<file path="config.mk">
export PLATFORM = sky130hd
export DESIGN_NAME = cmd_int_burst
export DESIGN_NICKNAME = d
export VERILOG_FILES = /design/src/rtl/cmd_int_burst.sv
export SDC_FILE = /design/constraint.sdc
export NUM_CORES = 1
export LEC_CHECK = 0
export BUFFER_PORTS_ARGS = -buffer_cell sky130_fd_sc_hd__buf_2
export CORE_MARGIN = 2
export CORE_UTILIZATION = 50
export CTS_CLUSTER_DIAMETER = 200
export CTS_CLUSTER_SIZE = 14
export DETAILED_ROUTE_END_ITERATION = 6
export HOLD_SLACK_MARGIN = 0.1
export PLACE_DENSITY_LB_ADDON = 0.08
export SYNTH_ARGS = -nofsm -noshare
export SYNTH_HDL_FRONTEND = slang
export SYNTH_SLANG_ARGS = --single-unit
</file>
<file path="constraint.sdc">
create_clock -name clk_i -period 4.82 [get_ports clk_i]
set_input_delay 0 -clock clk_i [delete_from_list [all_inputs] [get_ports clk_i]]
set_output_delay 0 -clock clk_i [all_outputs]
set_load 0.01 [all_outputs]
</file>
<file path="src/rtl/cmd_int_burst.sv">
// ============================================================================
// Module      : cmd_int_burst
// Description : UART byte-stream command interpreter issuing burst register
//               writes/reads with address auto-increment and inter-byte timeout.
// Revision    : 1.0
// ============================================================================
`default_nettype none

module cmd_int_burst #(
  parameter int ADDR_W      = 7,
  parameter int DATA_BYTES  = 1,
  parameter int TIMEOUT_CYC = 100000
) (
  input  logic                    clk_i,
  input  logic                    rst_i,
  input  logic                    data_received_i,
  input  logic [7:0]              data_i,
  input  logic                    tx_ready_i,
  output logic                    data_valid_o,
  output logic [7:0]              data_o,
  output logic                    cmd_busy_o,
  output logic                    wr_o,
  output logic                    rd_o,
  output logic [ADDR_W-1:0]       address_o,
  output logic [8*DATA_BYTES-1:0] write_data_o,
  input  logic [8*DATA_BYTES-1:0] read_data_i,
  output logic                    timeout_o
);

  localparam int DATA_W = 8 * DATA_BYTES;
  localparam int TMR_W  = $clog2(TIMEOUT_CYC);
  localparam logic [TMR_W-1:0] TMR_LAST = TMR_W'(TIMEOUT_CYC - 1);
  localparam logic [2:0]       IDX_LAST = 3'(DATA_BYTES - 1);
  localparam bit               ONE_BYTE = (DATA_BYTES == 1);

  localparam logic [2:0] S_IDLE  = 3'd0;
  localparam logic [2:0] S_LEN   = 3'd1;
  localparam logic [2:0] S_WDATA = 3'd2;
  localparam logic [2:0] S_WSTB  = 3'd3;
  localparam logic [2:0] S_RREQ  = 3'd4;
  localparam logic [2:0] S_RCAP  = 3'd5;
  localparam logic [2:0] S_RSEND = 3'd6;

  logic [2:0]        r_state;
  logic [2:0]        w_state_nxt;
  logic [ADDR_W-1:0] r_addr;
  logic              r_wr;
  logic [7:0]        r_rem;
  logic [2:0]        r_idx;
  logic [DATA_W-1:0] r_word;
  logic [DATA_W-1:0] r_tx;
  logic [TMR_W-1:0]  r_timer;

  logic [DATA_W+7:0] w_word_cat;
  logic [DATA_W-1:0] w_word_nxt;
  logic              w_last;
  logic              w_timed;
  logic              w_expire;
  logic              w_tx_fire;

  // New bytes enter at the top so the first byte of a word ends up in [7:0].
  assign w_word_cat = {data_i, r_word};
  assign w_word_nxt = w_word_cat[DATA_W+7:8];
  assign w_last     = (r_idx == IDX_LAST);
  assign w_timed    = (r_state == S_LEN) || (r_state == S_WDATA);
  assign w_expire   = w_timed && (r_timer == TMR_LAST) && !data_received_i;
  assign w_tx_fire  = (r_state == S_RSEND) && tx_ready_i;

  always_ff @(posedge clk_i or posedge rst_i) begin
    if (rst_i) r_state <= S_IDLE;
    else       r_state <= w_state_nxt;
  end

  always_comb begin
    w_state_nxt = r_state;
    case (r_state)
      S_IDLE:  if (data_received_i) w_state_nxt = S_LEN;
      S_LEN: begin
        if (data_received_i) w_state_nxt = r_wr ? S_WDATA : S_RREQ;
        else if (w_expire)   w_state_nxt = S_IDLE;
      end
      S_WDATA: begin
        if (data_received_i) w_state_nxt = w_last ? S_WSTB : S_WDATA;
        else if (w_expire)   w_state_nxt = S_IDLE;
      end
      S_WSTB: begin
        if (r_rem == 8'd0)                    w_state_nxt = S_IDLE;
        else if (data_received_i && ONE_BYTE) w_state_nxt = S_WSTB;
        else                                  w_state_nxt = S_WDATA;
      end
      S_RREQ:  w_state_nxt = S_RCAP;
      S_RCAP:  w_state_nxt = S_RSEND;
      S_RSEND: if (w_tx_fire && w_last) w_state_nxt = (r_rem == 8'd0) ? S_IDLE : S_RREQ;
      default: w_state_nxt = S_IDLE;
    endcase
  end

  always_comb begin
    cmd_busy_o   = (r_state != S_IDLE);
    wr_o         = (r_state == S_WSTB);
    rd_o         = (r_state == S_RREQ);
    data_valid_o = (r_state == S_RSEND);
    data_o       = (r_state == S_RSEND) ? r_tx[7:0] : 8'd0;
    address_o    = (wr_o || rd_o) ? r_addr : '0;
    write_data_o = wr_o ? r_word : '0;
    timeout_o    = w_expire;
  end

  always_ff @(posedge clk_i or posedge rst_i) begin
    if (rst_i) begin
      r_addr <= '0;
      r_wr   <= 1'b0;
      r_rem  <= 8'd0;
      r_idx  <= 3'd0;
      r_word <= '0;
      r_tx   <= '0;
    end else begin
      case (r_state)
        S_IDLE: if (data_received_i) begin
          r_addr <= data_i[ADDR_W-1:0];
          r_wr   <= data_i[7];
        end
        S_LEN: if (data_received_i) begin
          r_rem <= data_i;
          r_idx <= 3'd0;
        end
        S_WDATA: if (data_received_i) begin
          r_word <= w_word_nxt;
          r_idx  <= w_last ? 3'd0 : r_idx + 3'd1;
        end
        S_WSTB: begin
          if (r_rem != 8'd0) begin
            r_rem  <= r_rem - 8'd1;
            r_addr <= r_addr + ADDR_W'(1);
          end
          // A byte landing during the strobe cycle already belongs to the next word.
          if (data_received_i) begin
            r_word <= w_word_nxt;
            r_idx  <= ONE_BYTE ? 3'd0 : 3'd1;
          end else begin
            r_idx  <= 3'd0;
          end
        end
        S_RCAP: begin
          r_tx  <= read_data_i;
          r_idx <= 3'd0;
        end
        S_RSEND: if (tx_ready_i) begin
          r_tx <= r_tx >> 8;
          if (w_last) begin
            r_idx <= 3'd0;
            if (r_rem != 8'd0) begin
              r_rem  <= r_rem - 8'd1;
              r_addr <= r_addr + ADDR_W'(1);
            end
          end else begin
            r_idx <= r_idx + 3'd1;
          end
        end
        default: ;
      endcase
    end
  end

  always_ff @(posedge clk_i or posedge rst_i) begin
    if (rst_i)                                    r_timer <= '0;
    else if (data_received_i || w_expire)         r_timer <= '0;
    else if (w_timed || (r_state == S_WSTB))      r_timer <= r_timer + TMR_W'(1);
    else                                          r_timer <= '0;
  end

endmodule

`default_nettype wire

</file>
After elaboration in Yosys (flattened, before gate mapping)
Cells that the tools add are included.

Input port bits: 20. Register bits after elaboration: 55. Word-level logic and storage cells: 85. Output and inout port bits: 28.

Muxes and demuxes: 33. Add/sub/neg operators: 4. Reductions and logical operators: 27. Eq/ne operators: 13.

Operator list (number): 2-to-1 mux 8 bit (7); 2-to-1 mux 7 bit (5); 2-to-1 mux 17 bit (2); 2-to-1 mux 3 bit (11); case mux 8 bit (3 select lines) (1); case mux 3 bit (7 select lines) (1); case mux 7 bit (3 select lines) (1); adder 17 x 1 -> 17 bit, second input constant (1); equality test 17 bit, second input constant (1); case mux 8 bit (2 select lines) (1); case mux 3 bit (4 select lines) (1); AND reduction 4 bit (3); equality test 3 bit, second input constant (3); nonzero test 3 bit (3); zero test 8 bit (1); inequality test 2 bit, second input constant (4); AND reduction 2 bit (4); nonzero test 8 bit (1); subtractor 8 x 1 -> 8 bit, second input constant (1); adder 7 x 1 -> 7 bit, second input constant (1); equality test 3 x 2 -> 1 bit, second input constant (2); zero test 3 bit (2); logical AND 1 bit (4); logical OR 1 bit (4); 9 further kinds (12).

Longest topological paths before layout
Depth in word-level cells: 7. Gate-level depth with buffers: 7. Depth with buffers taken out: 6.

Least setup slack after synthesis
No wires, ideal clock.

Path type: register to register. From: register r_rem[0]. To: register r_addr[1]. Library setup time: 125 ps. Arrival time: 1738 ps. Path slack: 2957 ps. Buffers on the path: 0. Period minus slack after synthesis: 1863 ps. Required time: 4695 ps. Cell stages (with the launch flop): 7. Cells stage by stage: dfrtp_1 inv_1 ha_1 or3b_2 o211ai_4 a21oi_4 mux2_4.

Longest elaborated chain between the ends: 5.

RTL lines: start: declaration (RTL line 48) `logic [7:0] r_rem;`; start signal: assignment (RTL line 124) `r_rem <= data_i;`; start signal: assignment (RTL line 133) `r_rem <= r_rem - 8'd1;`; start signal: assignment (RTL line 153) `r_rem <= r_rem - 8'd1;`; nonzero test 8 bit (*) (RTL line 132, 152); 2-to-1 mux 7 bit (*); 2-to-1 mux 7 bit (2 in a row); case mux 7 bit (3 select lines) (*); end signal: assignment (RTL line 120) `r_addr <= data_i[ADDR_W-1:0];`; end signal: assignment (RTL line 134) `r_addr <= r_addr + ADDR_W'(1);`; end signal: assignment (RTL line 154) `r_addr <= r_addr + ADDR_W'(1);`; end: declaration (RTL line 46) `logic [ADDR_W-1:0] r_addr;`.

Every way passes the cells marked *; elsewhere a longest branch is shown, timed or not. The select of a mux whose other input is x is not followed. A chain may end at the register's enable or synchronous reset.

Worst setup path after layout
From: register r_state[0]. To: register r_rem[1].

Longest elaborated chain between the ends: 3. Elaborated cells on any way between the ends: 9. Those cells by class: 6 x eq/ne; 1 x mux; 2 x reduce/logical.

RTL lines: start: declaration (RTL line 44) `logic [2:0] r_state;`; start signal: assignment (RTL line 71) `else r_state <= w_state_nxt;`; equality test 3 x 1 -> 1 bit (tied with other cells) (RTL line 118) `case (r_state)`; inequality test 2 bit (no line) (tied with other cells); AND reduction 4 bit (no line).

Parallel ways exist; a longest one is shown, timed or not.

==> results by group <==
Run status
  • Status: finished, final reports clean

Synth
  • Post-synth EDFFs: 0
  • Main synth FF type: dfrtp_1
  • Sequential area share after synthesis: 0.4167
  • Library cells used by synthesis: 60
  • Post-Synthesis Cells: 349
  • Mean Syn Cell Area: between 9 and 10 um^2
  • Fraction of registers with async set/reset: 1.000
  • Synth Register Bits: 55
  • Mapped Nets: ~380
  • Warnings, synthesis: 0
  • Mapped cell area: ~3300 um^2

Timing
  • Slew @ Worst Pin: 1.059 ns
  • Worst Skew: 0.008756 ns
  • Pins over their slew limit: 0
  • Rel. slew slack: 0.2927
  • Tcrit/Tclk final: 0.6118
  • Sum Neg Setup Slack: 0 ns
  • Endpoints failing setup: 0
  • Final Hold Slack: 0.2519 ns
  • Hold Vio Cnt, Final: 0
  • Peak Freq: 339.1 MHz
  • Fin crit period: 2.949 ns
  • Unrepaired setup endpoints after global routing: no

Clocking
  • Longest Clk Path Bufs: 2
  • Num CTS Buffers: 5
  • Clock tree sinks: 55
  • Clk_lat worst skew: between 0.3 and 0.4 ns
  • Post-CTS Setup Repair Bufs: 0
  • Root Buffer: clkbuf_8
  • CTS tree: built
  • CTS H-tree lvls: 2
  • Clk pin slew, worst setup/hold paths: 0.10 ns

Global routing
  • Grt ovf: 0
  • Antenna violations before repair: 0
  • Largest net degree at the start of global routing: between 50 and 60
  • Vias in the first global route: roughly 2700
  • First-pass GRT wire length: between 10 and 15 mm
  • Tot GR Track Use: 0.2233

Route
  • Initial DRC Count: about 250
  • DRT Pass-1 Iters: 5
  • Vias per cell: 5.853
  • Via count: approximately 2800
  • WL per Instance: between 15 and 20 um
  • Number of remaining DRC errors: 0
  • Post-route ant nets: 0
  • Final wirelength: approximately 7.6 mm

Finish
  • Layout area overhead: 16.52%
  • Commonest non-fill, non-tap cell in the layout: dfrtp_1
  • Final Instance Area: 3849 um^2
  • Ant diodes: 0
  • Layout Nets: 430
  • Final core area utilization: 0.6027
  • Layout cell share with drive strength beyond 1: 0.1926
  • Most frequent cells in the layout: dfrtp_1 (55), buf_2 (47), nor2_1 (33)

Worst setup path
  • Critical Setup Path Class: reg2reg
  • Crit end category: flop
  • Required time worst endpoint: ~5.0 ns
  • Crit path DAT: about 3.2 ns
  • CP Launch Type: flop
  • CP max FO: 26

Floorplan
  • Rows: 29
  • I/O pin count: 48
  • Initial Util: 0.5172
  • Die area: roughly 7300 um^2
  • Die Y: 85.28 um
  • CORE AREA: roughly 6400 um^2
  • Die span in x: 85.28 um

Power and ir drop
  • Worst vdd ir: between 0.2 and 0.3 mV
  • Pleak: around 1.7 nW
  • PwrDens: ~550 nW/um^2

Placement
  • Gpl congestion: a little under 0.9
  • Post-DP HPWL: approximately 5.2 mm
  • Count of input and output buffers: 47
  • Placed cell areas: about 3500 um^2

Run
  • Max-Cap Viols: 0

Hold path
  • Hold WC Path Type: in2reg
synth_stat cells, types with 2 or more instances:
cell       count  share of area
a31oi_1        2         0.0038
or3_1          2         0.0038
buf_2          6         0.0091
inv_1         13          0.015
o22ai_1       11          0.021
clkbuf_1       9          0.010
a21oi_1       15          0.023
and4_1         5          0.013
buf_4          2         0.0045
or3b_2         2         0.0053
nor2b_1        9          0.017
nand4_1       13          0.025
nor3_1        10          0.015
nand2b_1       5         0.0095
o21bai_1       2         0.0045
xor2_1        13          0.034
and3_1         3         0.0057
a221oi_1       2         0.0053
ha_1           6          0.023
o2bb2ai_1      4          0.011
and2_1        18          0.034
mux2i_1        4          0.012
o2111ai_1      2         0.0053
a41oi_1        2         0.0053
xnor2_1        2         0.0053
mux2_2         9          0.031
nor2_1        33          0.038
o211ai_1       2         0.0045
o21ai_0       15          0.023
nand2_1       12          0.014
a2bb2oi_1      8          0.021
dfrtp_1       55           0.42
nand3b_1       2         0.0045
o41ai_1        3         0.0080
or2_2          2         0.0038
a211oi_1       7          0.016
nand3_1       14          0.021
o31ai_1        3         0.0068
repair_timing:
item                                   4_1_cts  5_1_grt
gates resized for setup                      0        0
endpoints found under the hold margin       84        0
hold buffers                                19        0
path summary, 6_finish.rpt:
kind / slack [ns] / depth (start not counted) / from / to
max reg2reg: 1.87 / 4 / r_state[0] / r_rem[1]
min reg2reg: 0.49 / 1 / r_timer[0] / r_timer[0]
max: 1.87 / 4 / r_state[0] / r_rem[1]
min in group asynchronous: 0.44 / 4 / rst_i / r_word[3]
min: 0.25 / 4 / tx_ready_i / r_tx[7]
max in group asynchronous: 3.92 / 4 / rst_i / r_addr[0]
metal layers:
metal  part of all wire  track usage  vias to the layer above  wire length (um)
li1                   -            -                     1395                 -
met1               0.48       0.3238                     1334              3625
met2               0.45       0.3445                       83              3446
met3              0.051      0.04086                        9               390
met4              0.015      0.06205                        0               114
met5                  0            0                        -                 0
registers in the layout (all words and copies together) (netlist names):
signal / flops
r_rem: 8
r_addr: 7
r_timer: 17
r_idx: 3
r_word: 8
r_tx: 8
r_wr: 1
r_state: 3
kinds of logic after synthesis:
logic type                 synth area share
and+or+nand+nor                      0.2371
AOI/OAI and AO/OA                    0.1928
DFF                                  0.4167
buffers and inverters               0.04356
xor gates and xnor gates            0.03977
muxes                               0.04735
adders and majority gates           0.02273
stage by stage:
step / setup slack [ns] / power (mW) / cells
floorplan: 2.957 / 1.548 / 349
global placement: 1.962 / 1.751 / 455
detailed placement: 1.898 / 1.769 / 455
CTS: 1.881 / 2.110 / 482
global route: 1.663 / 2.277 / 482
finish: 1.871 / 2.100 / 482
worst max-delay path, cell delays in order (launching register included):
cell	delay (ns)
dfrtp_1	0.90
xor2_1	0.86
nand4_1	0.45
nand3_2	0.27
mux2_2	0.35
cell type report:
class	count	area (um^2)
clock inverters	2	38.79
multi-input cells	262	1783
fillers	560	2537
flip-flops and latches	55	1376
repair buffers	67	432.9
clock buffers	6	72.57
well taps	77	96.34
inverters	13	48.80
power by group:
group          total (mW)  leakage (nW)  internal (mW)  switching, mW
Combinational       0.996         0.905          0.451          0.545
Sequential          0.790         0.705          0.602          0.189
Clock               0.314        0.0558          0.157          0.157
(Power assumes the default switching activity.)
